===== src/rtl/fetch_sequencer.sv =====
// Control FSM for the 8-bit fetch unit: start-up, stalls, post-redirect squash and halt,
// with stall-cycle and redirect performance counters.
module fetch_sequencer #(
   parameter int FLUSH_CYCLES = 1,
   parameter int STALL_CNT_W  = 16
) (
   input  logic                   clock,
   input  logic                   reset_n,
   input  logic                   start,
   input  logic                   dec_valid,
   input  logic                   dec_is_branch,
   input  logic                   branch_cond,
   input  logic                   dec_is_jump,
   input  logic                   dec_is_halt,
   input  logic                   hazard,
   input  logic                   mem_wait,
   output logic                   init_ctrl,
   output logic                   branch_ctrl,
   output logic                   jump_ctrl,
   output logic                   stall,
   output logic                   done_ctrl,
   output logic                   squash,
   output logic                   busy,
   output logic [STALL_CNT_W-1:0] stall_count,
   output logic [7:0]             redirect_count
);

   typedef enum logic [2:0] {
      IDLE  = 3'd0,
      INIT  = 3'd1,
      RUN   = 3'd2,
      FLUSH = 3'd3,
      HALT  = 3'd4
   } state_t;

   localparam logic [3:0]             FLUSH_INIT = 4'(FLUSH_CYCLES);
   localparam logic [STALL_CNT_W-1:0] STALL_MAX  = {STALL_CNT_W{1'b1}};
   localparam logic [STALL_CNT_W-1:0] STALL_ONE  = {{(STALL_CNT_W-1){1'b0}}, 1'b1};

   state_t                   state_r;
   state_t                   state_nxt_s;
   logic [3:0]               flush_cnt_r;
   logic [3:0]               flush_cnt_nxt_s;
   logic                     stall_inc_s;
   logic                     redir_inc_s;
   logic                     cnt_clr_s;
   logic [STALL_CNT_W-1:0]   stall_cnt_r;
   logic [7:0]               redirect_cnt_r;

   // Next-state and Mealy control decode from registered state and current inputs
   always_comb begin
      state_nxt_s     = state_r;
      flush_cnt_nxt_s = flush_cnt_r;
      init_ctrl       = 1'b0;
      branch_ctrl     = 1'b0;
      jump_ctrl       = 1'b0;
      stall           = 1'b0;
      done_ctrl       = 1'b0;
      squash          = 1'b0;
      stall_inc_s     = 1'b0;
      redir_inc_s     = 1'b0;
      cnt_clr_s       = 1'b0;
      case (state_r)
         IDLE: begin
            stall = 1'b1;
            if (start) begin
               state_nxt_s = INIT;
               cnt_clr_s   = 1'b1;
            end else begin
               state_nxt_s = IDLE;
            end
         end
         INIT: begin
            init_ctrl   = 1'b1;
            state_nxt_s = RUN;
         end
         RUN: begin
            if (!dec_valid) begin
               state_nxt_s = RUN;
            end else if (dec_is_halt) begin
               done_ctrl   = 1'b1;
               stall       = 1'b1;
               state_nxt_s = HALT;
            end else if (hazard || mem_wait) begin
               stall       = 1'b1;
               stall_inc_s = 1'b1;
            end else if ((dec_is_branch && branch_cond) || dec_is_jump) begin
               // Branch outranks jump, matching the fetch unit's own priority
               branch_ctrl = dec_is_branch && branch_cond;
               jump_ctrl   = !(dec_is_branch && branch_cond);
               squash      = 1'b1;
               redir_inc_s = 1'b1;
               if (FLUSH_INIT != 4'd0) begin
                  state_nxt_s     = FLUSH;
                  flush_cnt_nxt_s = FLUSH_INIT;
               end else begin
                  state_nxt_s = RUN;
               end
            end else begin
               state_nxt_s = RUN;
            end
         end
         FLUSH: begin
            squash = 1'b1;
            if (mem_wait) begin
               stall       = 1'b1;
               stall_inc_s = 1'b1;
            end else begin
               flush_cnt_nxt_s = flush_cnt_r - 4'd1;
               if (flush_cnt_r == 4'd1) begin
                  state_nxt_s = RUN;
               end else begin
                  state_nxt_s = FLUSH;
               end
            end
         end
         HALT: begin
            done_ctrl = 1'b1;
            stall     = 1'b1;
            if (start) begin
               state_nxt_s = INIT;
               cnt_clr_s   = 1'b1;
            end else begin
               state_nxt_s = HALT;
            end
         end
         default: begin
            stall       = 1'b1;
            state_nxt_s = IDLE;
         end
      endcase
   end

   // State and squash-bubble counter registers
   always_ff @(posedge clock or negedge reset_n) begin
      if (!reset_n) begin
         state_r     <= IDLE;
         flush_cnt_r <= 4'd0;
      end else begin
         state_r     <= state_nxt_s;
         flush_cnt_r <= flush_cnt_nxt_s;
      end
   end

   // Performance counters: stall cycles saturate, redirects wrap
   always_ff @(posedge clock or negedge reset_n) begin
      if (!reset_n) begin
         stall_cnt_r    <= {STALL_CNT_W{1'b0}};
         redirect_cnt_r <= 8'd0;
      end else if (cnt_clr_s) begin
         stall_cnt_r    <= {STALL_CNT_W{1'b0}};
         redirect_cnt_r <= 8'd0;
      end else begin
         if (stall_inc_s && (stall_cnt_r != STALL_MAX)) begin
            stall_cnt_r <= stall_cnt_r + STALL_ONE;
         end
         if (redir_inc_s) begin
            redirect_cnt_r <= redirect_cnt_r + 8'd1;
         end
      end
   end

   assign busy           = (state_r == INIT) || (state_r == RUN) || (state_r == FLUSH);
   assign stall_count    = stall_cnt_r;
   assign redirect_count = redirect_cnt_r;

endmodule


===== config.mk =====
export PLATFORM = sky130hd
export DESIGN_NAME = fetch_sequencer
export DESIGN_NICKNAME = d
export VERILOG_FILES = /design/src/rtl/fetch_sequencer.sv
export SDC_FILE = /design/constraint.sdc
export NUM_CORES = 1
export LEC_CHECK = 0
export CAP_MARGIN = 20
export CORE_AREA = 2 2 72 60
export DETAILED_ROUTE_END_ITERATION = 8
export DIE_AREA = 0 0 74 62
export GPL_ROUTABILITY_DRIVEN = 0
export PLACE_DENSITY_LB_ADDON = 0.1
export REMOVE_ABC_BUFFERS = 1
export SLEW_MARGIN = 40
export SYNTH_ARGS = -nofsm -noshare
export SYNTH_HDL_FRONTEND = slang
export SYNTH_SLANG_ARGS = --single-unit

===== constraint.sdc =====
create_clock -name clock -period 2.6 [get_ports clock]
set_input_delay 0.52 -clock clock [delete_from_list [all_inputs] [get_ports clock]]
set_output_delay 0.52 -clock clock [all_outputs]
set_load 0.02 [all_outputs]

==> run_summary.xml <==
<?xml version="1.0" encoding="UTF-8"?>
<metrics>
  <group name="final_layout">
    <metric name="layoutNonFillerInstCount" unit="">325</metric>
    <metric name="finalCoreUtilization" unit="%">65.3</metric>
    <metric name="area.growth.synth_to_final" unit="%">37.6</metric>
    <metric name="fin_area" unit="um2">2590</metric>
    <metric name="final_layout_size_suffix_gt1_share" unit="%">17.2</metric>
    <metric name="design.final.nets" unit="">281</metric>
    <metric name="antenna-diode-count" unit="">0</metric>
  </group>
  <group name="power_and_ir_drop">
    <metric name="power_density_over_cell_area" unit="nW/um2">714</metric>
    <metric name="power.static_leakage" unit="nW">1.04</metric>
    <metric name="post-layout-total-power" unit="mW">1.85</metric>
    <metric name="worst_ir_drop_vdd" unit="V">0.000411</metric>
  </group>
  <group name="floorplan">
    <metric name="placeableCoreArea" unit="um2">3970</metric>
    <metric name="overall_die_area" unit="um2">4590</metric>
    <metric name="ios" unit="">41</metric>
    <metric name="std_cell_rows" unit="">21</metric>
    <metric name="horizontal_die_dimension" unit="um">74</metric>
    <metric name="initial_utilization" unit="%">47.5</metric>
    <metric name="die_height" unit="um">62</metric>
  </group>
  <group name="drt">
    <metric name="detail_route.drc_violations" unit="">0</metric>
    <metric name="route.detailed.vias_per_inst" unit="">5.57</metric>
    <metric name="routed_wirelength" unit="mm">4.65</metric>
    <metric name="ant_nets" unit="">0</metric>
    <metric name="initial_drc_count" unit="">176</metric>
    <metric name="vias" unit="">1809</metric>
    <metric name="avg_wl_per_cell" unit="um">14.3</metric>
    <metric name="drtPass1Iterations" unit="">4</metric>
  </group>
  <group name="timing">
    <metric name="final.setup.tns" unit="ps">0</metric>
    <metric name="report.final.setup_viol" unit="">0</metric>
    <metric name="finClkSkew" unit="ps">4.94</metric>
    <metric name="grt_setup_unrepaired" unit="">false</metric>
    <metric name="report.final.slew_viol_count" unit="">0</metric>
    <metric name="final_min_period_over_clock_period" unit="%">97.7</metric>
    <metric name="fin_hold_ws" unit="ps">537</metric>
    <metric name="timing.final.hold_violations" unit="">0</metric>
    <metric name="min_period" unit="ps">2540</metric>
    <metric name="tightestPinTransition" unit="ps">591</metric>
    <metric name="clock.fmax" unit="MHz">394</metric>
    <metric name="worst_rel_slew_slack" unit="%">60.2</metric>
    <metric name="final_critical_path_setup_slack" unit="ps">59.6</metric>
  </group>
  <group name="synthesis">
    <metric name="synth.yosys.seq_area_share" unit="%">41.2</metric>
    <metric name="ys_async_rst_share" unit="%">100</metric>
    <metric name="post_synth_instance_area" unit="um2">1880</metric>
    <metric name="netlist.top_cell.by_area" unit="">sky130_fd_sc_hd__dfrtp_1</metric>
    <metric name="synthMostInstantiatedCell" unit="">sky130_fd_sc_hd__dfrtp_1</metric>
    <metric name="number_of_enable_flip_flop_cells_after_synthesis" unit="">0</metric>
    <metric name="synthTopCellsByCount" unit="">sky130_fd_sc_hd__dfrtp_1, sky130_fd_sc_hd__nand2_1, sky130_fd_sc_hd__inv_1, sky130_fd_sc_hd__nor2_1, sky130_fd_sc_hd__clkbuf_1</metric>
    <metric name="yosys_warnings" unit="">0</metric>
    <metric name="ys_types" unit="">48</metric>
    <metric name="synth.top_cell.area_share" unit="%">41.2</metric>
    <metric name="yosys-top-cells-area" unit="">sky130_fd_sc_hd__dfrtp_1, sky130_fd_sc_hd__nand2_1, sky130_fd_sc_hd__o221ai_1</metric>
    <metric name="syn-instance-count" unit="">210</metric>
    <metric name="register_bit_count_reported_by_yosys" unit="">31</metric>
    <metric name="postSynth.topFlopCell" unit="">sky130_fd_sc_hd__dfrtp_1</metric>
    <metric name="post_synth.cell_area_avg" unit="um2">8.97</metric>
  </group>
  <group name="clock_network">
    <metric name="clock_transition_time_at_the_flip_flop_clock_pins_of_the_worst_setup_and_hold_paths" unit="ps">70</metric>
    <metric name="cts-root-to-sink-buffers" unit="">2</metric>
    <metric name="cts.sink_count" unit="">31</metric>
    <metric name="ctsHoldBuffers" unit="">0</metric>
    <metric name="htree_levels" unit="">2</metric>
    <metric name="clock_tree.root_cell" unit="">sky130_fd_sc_hd__clkbuf_8</metric>
    <metric name="cts_inserted_buffers" unit="">5</metric>
    <metric name="clock_latency_on_the_worst_skew_pair" unit="ps">300</metric>
    <metric name="cts_tree" unit="">done</metric>
  </group>
  <group name="global_route">
    <metric name="grt_pass1_vias" unit="">1626</metric>
    <metric name="groute.usage.overall" unit="%">22.6</metric>
    <metric name="number_of_antenna_violations_at_the_first_check_in_global_routing" unit="">0</metric>
    <metric name="grt_start_max_net_pins" unit="">32</metric>
    <metric name="grt_first_pass_wirelength" unit="mm">7.75</metric>
    <metric name="grt.overflow.total" unit="">0</metric>
  </group>
  <group name="critical_path">
    <metric name="critPathMaxFanout" unit="">2</metric>
    <metric name="worstPathCellList" unit="">clkdlybuf4s50_1 &gt; or4b_4 &gt; or3_4 &gt; nand2_2 &gt; buf_6</metric>
    <metric name="endpoint_kind" unit="">output port</metric>
    <metric name="startpoint_type" unit="">input pin</metric>
    <metric name="critical_path_required" unit="ps">2080</metric>
    <metric name="worst_ep_arrival_time" unit="ps">2020</metric>
    <metric name="rr_worst_depth" unit="">6</metric>
    <metric name="cp_slowest_stage_delay" unit="ps">550</metric>
    <metric name="crit_path_class" unit="">in2out</metric>
    <metric name="r2r_start" unit="">stall_count[0]</metric>
    <metric name="slowest_stage" unit="">sky130_fd_sc_hd__or4b_4</metric>
    <metric name="worst_r2r_endpoint" unit="">stall_count[15]</metric>
    <metric name="worst-r2r-setup-slack" unit="ps">500</metric>
  </group>
  <group name="hold_path">
    <metric name="whs_path_depth" unit="">1</metric>
    <metric name="hold-path-endpoint" unit="">stall_count[0]</metric>
    <metric name="hp-class" unit="">reg2reg</metric>
    <metric name="timing.hold.worst.start" unit="">stall_count[0]</metric>
  </group>
  <group name="place">
    <metric name="dp_hpwl" unit="mm">3.30</metric>
    <metric name="placed_cells" unit="">317</metric>
    <metric name="dpl-instance-area" unit="um2">2470</metric>
    <metric name="io_buffers" unit="">40</metric>
    <metric name="preCtsSetupSlack" unit="ps">-419</metric>
  </group>
  <group name="outcome">
    <metric name="outcome" unit="">finished clean</metric>
  </group>
  <group name="run">
    <metric name="drv.max_cap_violation_count" unit="">0</metric>
  </group>
</metrics>
## how the worst max path moves through the flow
stage,start,endpoint,cells past startpoint
final,mem_wait,squash,5
after floorplan,mem_wait,redirect_count[7],4
after CTS,mem_wait,squash,5
after detailed placement,mem_wait,squash,5
after global routing,mem_wait,branch_ctrl,5
after global placement,mem_wait,squash,5
## repair_timing
item                                    4_1_cts  5_1_grt
hold endpoints to repair                      0        0
setup buffers                                 0        0
resized for setup                            16        8
endpoints found under the setup margin        4        4
## registers in the layout, summed over array words and instances, names as in the netlist
name            flops
flush_cnt_r         4
redirect_count      8
state_r             3
stall_count        16
## cell usage in the layout, fill, tap and decap left out, drive strengths merged, types with 5 or more instances in the layout
cell	instances
a21oi	6
buf	24
clkbuf	7
clkdlybuf4s50	36
dfrtp	31
inv	11
mux2i	5
nand2	24
nand3	8
nand4	5
nor2	11
nor3	5
nor4	6
o21ai	6
o221ai	7
o31ai	6
or4	9
## critical path, delay by kind of cell
kind | cells | cell delay, ps
buffers and inverters | 2 | 540
AND/OR/NAND/NOR | 3 | 970
## routing by layer
| layer | global-route usage, % | wire length [um] |
|---|---|---|
| met5 | 0 | 0 |
| met4 | 10.4 | 65 |
| met3 | 5.48 | 254 |
| met2 | 32.5 | 1980 |
| met1 | 32.3 | 2350 |
## cells by family (layout without fill, tap and decap cells)
logic type	count (synthesis)	count (layout)	synth area share [%]
fa+ha+maj	4	4	2.66
buf+inv	22	80	4.52
simple gates	94	94	27.5
xor+xnor	6	6	2.79
mux	5	5	2.66
compound gates	48	48	18.7
flops	31	31	41.2
## where the power goes
group	internal (mW)	switching [mW]	total, mW
logic	0.323	0.416	0.739
clock network	0.310	0.197	0.507
registers	0.549	0.0548	0.603
total	1.18	0.668	1.85
## final cells by class
class | count | area (um2)
Clock buffer | 6 | 82.6
Clock inverter | 2 | 35.0
Sequential cell | 31 | 776
Fill cell | 347 | 1380
Tap cell | 57 | 71.3
Multi-Input combinational cell | 157 | 1040
Timing Repair Buffer | 61 | 547
Inverter | 11 | 41.3
(Power assumes the default switching activity.)
